===== src/rtl/reg_access_arbiter.sv =====
// Round-robin arbiter giving NREQ requesters one-access-per-cycle use of a shared
// storage register; returns read data with a per-requester valid pulse.
module reg_access_arbiter #(
  parameter int unsigned N    = 32,
  parameter int unsigned NREQ = 4
) (
  input  logic              clk,
  input  logic              reset,
  input  logic [NREQ-1:0]   req_valid_i,
  input  logic [NREQ-1:0]   req_write_i,
  input  logic [NREQ*N-1:0] req_wdata_i,
  output logic [NREQ-1:0]   req_grant_o,
  output logic              reg_we_o,
  output logic              reg_re_o,
  output logic [N-1:0]      reg_wdata_o,
  input  logic [N-1:0]      reg_rdata_i,
  input  logic              reg_err_i,
  output logic [NREQ-1:0]   rsp_valid_o,
  output logic [N-1:0]      rsp_data_o,
  output logic              err_sticky_o
);

  localparam int unsigned PtrW = (NREQ > 1) ? $clog2(NREQ) : 1;

  logic [PtrW-1:0] ptr_q, ptr_d;
  logic [NREQ-1:0] rsp_valid_q, rsp_valid_d;
  logic            err_q, err_d;

  logic            found;
  logic [PtrW-1:0] win_idx;
  int unsigned     idx;

  // Scan from the priority pointer, wrapping modulo NREQ (NREQ need not be a power of 2).
  always_comb begin
    found   = 1'b0;
    win_idx = '0;
    idx     = 0;
    for (int unsigned k = 0; k < NREQ; k++) begin
      idx = (32'(ptr_q) + k) % NREQ;
      if (!found && req_valid_i[idx]) begin
        found   = 1'b1;
        win_idx = PtrW'(idx);
      end
    end
  end

  always_comb begin
    req_grant_o = '0;
    reg_we_o    = 1'b0;
    reg_re_o    = 1'b0;
    reg_wdata_o = '0;
    ptr_d       = ptr_q;
    rsp_valid_d = '0;
    err_d       = err_q | reg_err_i;
    if (found && !reset) begin
      req_grant_o[win_idx] = 1'b1;
      ptr_d = (32'(win_idx) == NREQ - 1) ? '0 : win_idx + PtrW'(1);
      if (req_write_i[win_idx]) begin
        reg_we_o    = 1'b1;
        reg_wdata_o = req_wdata_i[32'(win_idx)*N +: N];
      end else begin
        reg_re_o             = 1'b1;
        rsp_valid_d[win_idx] = 1'b1;
      end
    end
  end

  always_ff @(posedge clk or posedge reset) begin
    if (reset) begin
      ptr_q       <= '0;
      rsp_valid_q <= '0;
      err_q       <= 1'b0;
    end else begin
      ptr_q       <= ptr_d;
      rsp_valid_q <= rsp_valid_d;
      err_q       <= err_d;
    end
  end

  assign rsp_valid_o  = rsp_valid_q;
  assign rsp_data_o   = reg_rdata_i;
  assign err_sticky_o = err_q;

endmodule


===== config.mk =====
export PLATFORM = sky130hd
export DESIGN_NAME = reg_access_arbiter
export DESIGN_NICKNAME = d
export VERILOG_FILES = /design/src/rtl/reg_access_arbiter.sv
export SDC_FILE = /design/constraint.sdc
export NUM_CORES = 1
export LEC_CHECK = 0
export BUFFER_PORTS_ARGS = -buffer_cell sky130_fd_sc_hd__buf_2
export CAP_MARGIN = 20
export CORE_AREA = 2 2 95 97
export DETAILED_ROUTE_END_ITERATION = 6
export DIE_AREA = 0 0 97 99
export PLACE_DENSITY = 0.6
export SLEW_MARGIN = 20
export SYNTH_ARGS = -nofsm -noshare
export SYNTH_HDL_FRONTEND = slang
export SYNTH_SLANG_ARGS = --single-unit

===== constraint.sdc =====
create_clock -name clk -period 4.4 [get_ports clk]
set_clock_uncertainty 0.05 [all_clocks]
set_input_delay 1.32 -clock clk [delete_from_list [all_inputs] [get_ports clk]]
set_output_delay 1.32 -clock clk [all_outputs]
set_load 0.02 [all_outputs]

After elaboration in Yosys (flattened, before gate mapping)

Index checks and enable logic that the tools add are counted.

Bits in registers: 7
Input bits: 171
Output and inout bits: 75

Add/sub/neg operators: 4
Order comparisons: 6
Equal/unequal tests: 1
Shift operators: 1
Multiplexer cells: 30
Bitwise operators: 1
Reductions and logical operators: 9

Operator list:

| operator                                                                     | number |
|---|---|
| 128-bit by 8-bit indexed part select with 32-bit output                      | 1 |
| 32-bit 2-to-1 mux                                                            | 2 |
| 2-bit by 3-bit less-than comparator with 1-bit output, second input constant | 5 |
| 1-bit 2-to-1 mux                                                             | 14 |
| 4-bit 2-to-1 mux                                                             | 3 |
| 1-bit binary-select mux with 2-bit select                                    | 5 |
| 2-bit 2-to-1 mux                                                             | 5 |
| 1-bit logical AND                                                            | 5 |
| 2-bit by 1-bit adder with 2-bit output, second input constant                | 2 |
| 2-bit adder, second input constant                                           | 2 |
| 1-bit logical NOT                                                            | 4 |
| 1-bit demux with 2-bit select                                                | 1 |
| 2-bit == test, second input constant                                         | 1 |
| 2-bit by 1-bit >= comparator with 1-bit output, second input constant        | 1 |
| 1-bit OR                                                                     | 1 |

Logic depth before layout (Yosys ltp)

Gate-level depths: netlist (run 1).

Depth after elaboration: 18
Gate-level depth with buffers: 10

Worst setup path before layout (run 1)

Ideal clock, no wire load.

Path type: input to output
Start: in req_valid_i[1]
End: out reg_wdata_o[0]
Arrival: 2.955 ns
Data required time: 3.030 ns
Path slack: 0.075 ns
Stages on the path: 7
Buffers on the path: 2
Cells stage by stage: nand2b_1 -> a21oi_1 -> a211oi_4 -> inv_1 -> buf_2 -> clkbuf_1 -> a221oi_1

Longest elaborated chain between the ends: 16

RTL lines:

| what                                                                                               | line | source |
|---|---|---|
| start, declared                                                                                    | 9    | `input logic [NREQ-1:0] req_valid_i,` |
| parallel branches: the longest is 15 deep, another holds 1-bit binary-select mux with 2-bit select | --   |  |
| 32-bit 2-to-1 mux *                                                                                | 55   | `if (found && !reset) begin` |
| end, declared                                                                                      | 15   | `output logic [N-1:0] reg_wdata_o,` |

Mark *: on every way between the ends. The select of a mux whose other input is x is not followed.

Final worst setup path (run 1)

Start: in req_valid_i[0]
End: out reg_wdata_o[14]

Same word-level chain as after synthesis.

==> flow_metrics.py, run 1 <==
metrics = {
    "global_route": {
        "grt.total_usage_pct": 14.2,
        "overflow": 0,
        "antenna_found_initial": 0,
        "grt_pass1_wl_um": 11800,
        "grt_pass1_vias": 2505,
        "grt_max_degree": 36,
    },
    "critical_path": {
        "start_kind": "input port",
        "critPathRequiredTime_ps": 3030,
        "cp-end-kind": "primary output",
        "critPathKind": "in -> out",
        "cp_data_arrival_time_ps": 3030,
        "crit_fanout": 16,
    },
    "synth": {
        "avgSynthCellArea_um2": 8.77,
        "ys_top_cells_by_area": "a221oi_2 21%, mux2i_1 15%, buf_4 12%, a211oi_1 11%, and3_1 9.8%",
        "yosysUniqueCellTypes": 30,
        "yosys_warnings": 0,
        "synth_top_area_cell": "a221oi_2",
        "synth_nets": 415,
        "yosysSeqAreaShare_pct": 8.32,
        "ys_ff_latch": 7,
        "netlist.area_leader.share_pct": 20.7,
        "syn_area_mm2": 0.00211,
        "postSynthCellCount": 240,
    },
    "die": {
        "die_w_um": 97,
        "rows": 34,
        "die_y_um": 99,
        "ios": 246,
        "coreArea_mm2": 0.00855,
        "start_util_pct": 24.6,
        "dieArea_mm2": 0.00960,
    },
    "layout": {
        "fin_cells": 504,
        "area_growth_pct": 58.1,
        "layout_common_cells": "156 x buf_2, 40 x buf_4, 32 x mux2i_1, 32 x and3_1, 29 x a211oi_1",
        "n_antenna_cell": 0,
        "final_common_cell": "buf_2",
        "drive_above_1_share_pct": 65.9,
        "nets": 572,
    },
    "timing": {
        "period_share_pct": 99.9,
        "fin_tns_setup_ps": 0,
        "relSlewSlack_pct": 69.0,
        "slew_violations": 0,
        "rsz0062_at_grt": "yes",
        "setup_viol": 0,
        "timing.final.ws_setup_ps": 2.28,
        "finalHoldViolCount": 0,
        "tightest_slew_ps": 466,
        "min_period_ps": 4400,
        "fmax_mhz": 227,
    },
    "power_and_ir_drop": {
        "power_leakage_nw": 1.73,
        "vdd_drop_max_uv": 130,
        "powerDensity_mw_per_mm2": 414,
        "power.total_w": 0.00138,
    },
    "cts": {
        "cts_tree": "done",
        "postCtsHoldBufs": 0,
        "h-tree-depth": 1,
        "path_clk_slew_ps": 40,
        "clkSinkCount": 7,
        "cts_buffers": 3,
        "cts_buffer_depth": 2,
        "clock_latency_ps": 220,
        "root_buffer": "clkbuf_8",
    },
    "detailed_routing": {
        "vias": 2540,
        "drt_iter0_markers": 33,
        "wl_um": 7850,
        "wl_per_cell_um": 15.6,
        "drtPass1Iterations": 4,
        "drcViolationCount": 0,
        "vias_per_cell": 5.04,
        "ant_nets": 0,
    },
    "placement": {
        "pre_cts_slack_ps": -45.1,
        "dp.cells": 492,
        "portBuffers": 181,
        "routabilityCongestion": 0.769,
        "dpl.hpwl_um": 6150,
    },
    "run_status": {
        "status": "completed",
    },
    "worst_hold_path": {
        "holdCritPathClass": "reg -> reg",
    },
    "run": {
        "cap_viol_max_count": 0,
    },
}
-- sequential cells by signal (all words and copies together) (netlist names) --
register	count
rsp_valid_o	4
ptr_q	2
err_sticky_o	1
-- cells by family after synthesis --
kind of cell	synth area share, %
flip-flops	8.32
buffers and inverters	19.2
AND/OR/NAND/NOR	14.2
multiplexers	15.7
AO/OA/AOI/OAI	40.2
adder cells (fa/ha/maj)	2.38
-- layout make-up --
class / count / area [µm²]
fillers: 901 / 5220
multi-input cells: 168 / 1640
repair buffers: 211 / 1310
flip-flops and latches: 7 / 175
well taps: 108 / 135
clock buffers: 4 / 45.0
inverters: 6 / 22.5
-- routing by layer --
metal | vias up | wire length (µm) | GRT usage, %
li1 | 1227 | - | -
met1 | 1203 | 3080 | 16.4
met2 | 94 | 4190 | 27.0
met3 | 16 | 513 | 2.91
met4 | 0 | 75 | 3.03
met5 | - | 0 | 0
-- timing repair --
| action | in CTS | in global routing |
|---|---|---|
| endpoints found under the setup margin | 10 | 37 |
| resized for setup | 5 | 48 |
| pin swaps | 0 | 3 |
| buffers inserted | 0 | 6 |
| cloned | 0 | 2 |
-- cells in the mapped netlist --
library cell / n
nor2_1: 3
mux2i_1: 32
mux2_2: 1
a21boi_0: 5
a211o_4: 1
or3_1: 1
o2bb2ai_1: 1
a21oi_1: 4
a221oi_1: 3
buf_4: 33
inv_1: 6
a221oi_2: 29
a211oi_4: 1
a21bo_1: 1
a21o_1: 1
and2_1: 5
nand2_1: 4
nand2b_1: 2
buf_2: 11
ha_1: 4
clkbuf_1: 11
nand3_1: 2
dfrtp_1: 7
and3_1: 33
o221ai_2: 1
buf_1: 1
or2_2: 1
a211oi_1: 32
buf_6: 3
o211ai_1: 1
-- stage by stage --
| stage | area [µm²] | hold WS (ps) | util (%) |
|---|---|---|---|
| global placement | 3010 | 410 | 35.2 |
| CTS | 3080 | 414 | 36.1 |
| global route | 3330 | 437 | 38.9 |
| floorplan | 2110 | 505 | - |
| detailed placement | 3010 | 401 | 35.2 |
| finish | 3330 | 409 | 38.9 |
-- worst paths after layout --
path | end | cells past startpoint | startpoint | slack (ps)
worst max-delay path | reg_wdata_o[14] | 9 | req_valid_i[0] | 2
worst min-delay path | err_sticky_o | 1 | err_sticky_o | 410
worst max register to register | ptr_q[1] | 9 | ptr_q[0] | 2070
worst min register to register | err_sticky_o | 1 | err_sticky_o | 410
max in group asynchronous | err_sticky_o | 3 | reset | 3160
min in group asynchronous | rsp_valid_o[3] | 3 | reset | 1030
-- critical path: stages --
cell	delay, ps
buf_6	80
and2_4	140
o221ai_4	110
buf_4	160
a21bo_1	210
a211o_4	360
buf_12	170
a221oi_2	280
buf_4	180
-- report_power, final --
group | internal [W] | switching (W) | total (W)
Sequential | 0.0000777 | 0.0000159 | 0.0000936
Combinational | 0.000537 | 0.000656 | 0.00119
Clock | 0.0000626 | 0.0000269 | 0.0000895
Power figures use the tool's default switching activity.
==> run 2, diff against run 1 <==
- RECOVER_POWER: default -> 25
==> flow_metrics.py, run 2 (same netlist as run 1, synthesis figures left out) <==
metrics = {
    "critical_path": {
        "reg2reg_slack_ps": 2070,
        "start_kind": "input port",
        "regToRegEndpoint": "ptr_q[1]",
        "timing.rr.start": "ptr_q[0]",
        "cp_data_arrival_time_ps": 3030,
        "cp-end-kind": "primary output",
        "critPathRequiredTime_ps": 3030,
        "crit_fanout": 16,
        "critPathKind": "in -> out",
        "ff2ff_path_depth": 9,
    },
    "timing": {
        "setup_viol": 0,
        "relSlewSlack_pct": 69.0,
        "period_share_pct": 99.9,
        "fin_tns_setup_ps": 0,
        "fmax_mhz": 227,
        "timing.final.ws_setup_ps": 2.93,
        "min_period_ps": 4400,
        "tightest_slew_ps": 465,
        "slew_violations": 0,
        "finalHoldViolCount": 0,
        "rsz0062_at_grt": "yes",
    },
    "detailed_routing": {
        "wl_per_cell_um": 15.6,
        "vias_per_cell": 5.04,
        "drcViolationCount": 0,
        "drtPass1Iterations": 4,
        "ant_nets": 0,
        "drt_iter0_markers": 33,
        "wl_um": 7850,
        "vias": 2538,
    },
    "global_route": {
        "grt_pass1_wl_um": 11800,
        "grt_max_degree": 36,
        "antenna_found_initial": 0,
        "grt.total_usage_pct": 14.2,
        "grt_pass1_vias": 2505,
        "overflow": 0,
    },
    "power_and_ir_drop": {
        "combinationalPowerShare_pct": 86.7,
        "vdd_drop_max_uv": 129,
        "power_leakage_nw": 1.70,
        "p_clk_share_pct": 6.5,
        "swShare_pct": 50.9,
        "pwr-share-seq_pct": 6.8,
        "netSwitchingPower_w": 0.000699,
        "p_int_w": 0.000676,
        "powerDensity_mw_per_mm2": 415,
    },
    "run": {
        "cap_viol_max_count": 0,
    },
    "die": {
        "die_w_um": 97,
        "dieArea_mm2": 0.00960,
        "start_util_pct": 24.6,
        "die_y_um": 99,
        "rows": 34,
        "ios": 246,
        "coreArea_mm2": 0.00855,
    },
    "cts": {
        "root_buffer": "clkbuf_8",
        "cts_buffers": 3,
        "cts_buffer_depth": 2,
        "path_clk_slew_ps": 40,
        "postCtsHoldBufs": 0,
        "clkSinkCount": 7,
        "clock_latency_ps": 220,
        "cts_tree": "done",
        "h-tree-depth": 1,
    },
    "worst_hold_path": {
        "hold_end": "err_sticky_o",
        "min_from": "err_sticky_o",
        "holdCritPathClass": "reg -> reg",
        "hold_path_depth": 1,
    },
    "layout": {
        "n_antenna_cell": 0,
        "area_growth_pct": 57.5,
        "nets": 572,
        "layout_common_cells": "150 x buf_2, 39 x buf_4, 32 x mux2i_1, 32 x and3_1, 29 x a211oi_1",
        "final_common_cell": "buf_2",
        "drive_above_1_share_pct": 64.1,
        "largest_reg_flops": 4,
    },
    "placement": {
        "dpl.hpwl_um": 6150,
        "pre_cts_slack_ps": -45.1,
        "routabilityCongestion": 0.769,
        "portBuffers": 181,
    },
    "run_status": {
        "status": "completed",
    },
}
[run 2: cell count changes in the layout (fill, tap and decap cells not counted)]
cell	before	now
buf_2	156	150
buf_4	40	39
clkbuf_1	1	8
[run 2: what timing repair did]
item,in CTS,in global routing
cloned,0,2
pin swaps,0,3
gates resized for setup,5,48
setup buffers,0,6
endpoints found under the setup margin,10,37
[run 2: through the flow]
step	power, W	std cells	hold WS, ps	utilization (%)	cell area, µm²
finish	0.00137	504	415	38.8	3320
global route	0.00147	504	439	38.8	3320
CTS	0.00127	496	414	36.1	3080
detailed placement	0.00116	492	401	35.2	3010
global placement	0.00114	492	410	35.2	3010
floorplan	0.000854	240	505	-	2110
[run 2: power by group through the flow]
stage	Combinational, W	Sequential, W	Clock, W
finish	0.00119	0.0000937	0.0000898
detailed placement	0.00107	0.0000929	0
global placement	0.00105	0.0000911	0
global route	0.00128	0.0000965	0.0000960
CTS	0.00108	0.0000922	0.0000917
floorplan	0.000758	0.0000962	0
[run 2: how the worst max path moves through the flow]
stage / startpoint / to / cells after the start
global placement: req_valid_i[1] / reg_wdata_o[0] / 9
CTS: req_valid_i[1] / reg_wdata_o[12] / 9
finish: req_valid_i[0] / reg_wdata_o[14] / 9
global route: req_valid_i[1] / reg_wdata_o[28] / 10
floorplan: req_valid_i[1] / reg_wdata_o[0] / 7
detailed placement: req_valid_i[1] / reg_wdata_o[1] / 9
[run 2: area by class of cell]
cell class	count	area [µm²]
sequential	7	175
inverter	6	22.5
clock buffer	4	45.0
timing repair buffer	211	1290
multi-input combinational	168	1640
fill	908	5230
tap	108	135
[run 2: worst max-delay path, cell delays in order]
cell	delay, ps
buf_6	80
nand2b_1	70
a21o_1	220
buf_4	150
a21bo_1	180
a211o_4	360
buf_12	170
a221oi_2	280
buf_4	180
[run 2: routing by layer]
layer  up-vias  track usage [%]  share of wire, %
met5         -                0                 0
met3        16             2.91               6.6
li1       1225                -                 -
met4         0             3.03              0.96
met1      1201             16.4                39
met2        96             27.0                53
==> run 3, diff against run 2 <==
- ABC_AREA: default -> 1
- CORE_AREA: 2 2 95 97 -> 2 2 96 98
- DIE_AREA: 0 0 97 99 -> 0 0 98 100
- PLACE_DENSITY: 0.6 -> 0.68
==> flow_metrics.py, run 3 <==
metrics = {
    "run_status": {
        "status": "completed",
    },
    "critical_path": {
        "cp-startpoint": "req_valid_i[3]",
        "crit_top_cell": "nand2_2",
        "timing.rr.start": "ptr_q[0]",
        "crit_chain": "buf_8, inv_6, nand2_2, nand2_2, nand2_2, nand2_4, nor2_4, nor2_4, nand2_8, nand2_8, nand2_4, nand3_4, nand3_4, buf_6, nor2_1, buf_4",
        "cpPeakStageDelay_ps": 200,
        "critPathKind": "in -> out",
        "cp_data_arrival_time_ps": 3030,
        "cpMaxStageDelayCell": "buf_6",
        "critPathRequiredTime_ps": 3030,
        "cp-end-kind": "primary output",
        "crit_fanout": 11,
        "ff2ff_path_depth": 14,
        "start_kind": "input port",
    },
    "run": {
        "cap_viol_max_count": 0,
    },
    "worst_hold_path": {
        "holdCritPathClass": "reg -> reg",
        "min_from": "err_sticky_o",
        "hold_path_depth": 1,
    },
    "placement": {
        "dp.cells": 803,
        "dpl.hpwl_um": 7210,
        "routabilityCongestion": 0.886,
        "portBuffers": 181,
    },
    "die": {
        "rows": 35,
        "ios": 246,
        "die_y_um": 100,
        "dieArea_mm2": 0.00980,
        "die_w_um": 98,
        "start_util_pct": 31.2,
        "coreArea_mm2": 0.00889,
    },
    "synth": {
        "ys_ff_latch": 7,
        "yosysSeqAreaShare_pct": 6.31,
        "synthTopCellsByCount": "145 x inv_1, 135 x nand2_1, 107 x nand3_1",
        "synth.most_common_cell": "inv_1",
        "yosys_most_used_dff": "dfrtp_1",
        "synth_top_area_cell": "inv_1",
        "postSynthCellCount": 556,
        "netlist.area_leader.share_pct": 19.6,
        "ys_async_sr_fraction_pct": 100,
        "avgSynthCellArea_um2": 4.99,
        "synth_edf_count": 0,
        "synth_nets": 731,
        "ys_top_cells_by_area": "inv_1 20%, nand3_1 19%, nand2_1 18%, buf_4 9.5%, nand3b_1 8.9%",
        "syn_area_mm2": 0.00278,
        "yosysUniqueCellTypes": 25,
        "yosys_warnings": 0,
    },
    "cts": {
        "cts_tree": "done",
        "cts_buffers": 3,
        "clock_latency_ps": 230,
        "clkSinkCount": 7,
        "h-tree-depth": 1,
        "root_buffer": "clkbuf_8",
        "cts_buffer_depth": 2,
        "path_clk_slew_ps": 40,
    },
    "timing": {
        "relSlewSlack_pct": 74.8,
        "fmax_mhz": 227,
        "period_share_pct": 99.9,
        "min_period_ps": 4400,
        "finalHoldViolCount": 0,
        "setup_viol": 0,
        "tightest_slew_ps": 377,
        "slew_violations": 0,
        "rsz0062_at_grt": "yes",
    },
    "global_route": {
        "grt.total_usage_pct": 17.3,
        "grt_max_degree": 37,
        "overflow": 0,
        "antenna_found_initial": 0,
        "grt_pass1_vias": 3192,
        "grt_pass1_wl_um": 14200,
    },
    "layout": {
        "drive_above_1_share_pct": 43.0,
        "area_growth_pct": 70.4,
        "largest_reg_flops": 4,
        "final_common_cell": "buf_2",
        "fin_cells": 832,
        "n_antenna_cell": 0,
        "fin_util_pct": 53.2,
        "nets": 897,
        "layout_common_cells": "143 x buf_2, 129 x inv_1, 115 x nand2_1",
    },
    "detailed_routing": {
        "wl_per_cell_um": 13.6,
        "ant_nets": 0,
        "drt_iter0_markers": 129,
        "wl_um": 11300,
        "vias": 3854,
        "drtPass1Iterations": 5,
        "vias_per_cell": 4.63,
        "drcViolationCount": 0,
    },
}
==> run 3: final timing paths <==
path	slack, ps	end
min	410	err_sticky_o
max reg2reg	1750	rsp_valid_o[3]
max	2	reg_wdata_o[0]
max in group asynchronous	3080	ptr_q[0]
min reg2reg	410	err_sticky_o
min in group asynchronous	970	ptr_q[1]
==> run 3: critical path: cells and delay by family <==
family                 cells  cell delay [ps]
buffers and inverters      4              510
AND/OR/NAND/NOR           12             1210
==> run 3: metrics by stage <==
stage                     hold WS (ps)  cell area, µm²  TNS (ps)  setup slack, ps
after floorplan                    542            2780         0              233
after global placement             391            3620         0             19.1
after detailed placement           399            3620     -4.44            -4.44
after CTS                          407            3690         0            0.460
after global routing               440            4730     -2860             -131
final                              408            4730         0             2.20
==> run 3: repair_timing <==
action                                  4_1_cts  5_1_grt
gates resized for setup                       3      187
cloned                                        0       15
endpoints found under the setup margin        4       38
hold buffers                                  0        0
pin swaps                                     0       47
setup buffers                                 1        9
==> run 3: kinds of logic (layout without fill, tap and decap cells) <==
group / Yosys count / in the layout / share of synthesized area (%)
compound gates: 5 / 5 / 0.946
fa+ha+maj: 4 / 4 / 1.80
buf+inv: 212 / 376 / 35.1
flops: 7 / 7 / 6.31
simple gates: 328 / 329 / 55.8
==> run 3: layer usage <==
metal | wire length (µm) | global-route usage, % | vias up | part of all wire (%)
met3 | 807 | 3.55 | 27 | 7.2
li1 | - | - | 1950 | -
met1 | 4340 | 19.2 | 1697 | 38
met2 | 5820 | 33.1 | 180 | 52
met4 | 316 | 5.24 | 0 | 2.8
met5 | 0 | 0 | - | 0
==> run 3: area by class of cell <==
class                   instances  area [µm²]
clock buffers                   4        45.0
well taps                     111         139
fillers                       880        4160
repair buffers                223        1780
inverters                     149         577
flip-flops and latches          7         176
multi-input cells             338        2020
Power of run 3 is left out: the tool's default activity adds up to more than one toggle a clock period on the data nets, which glitch-free logic cannot reach.
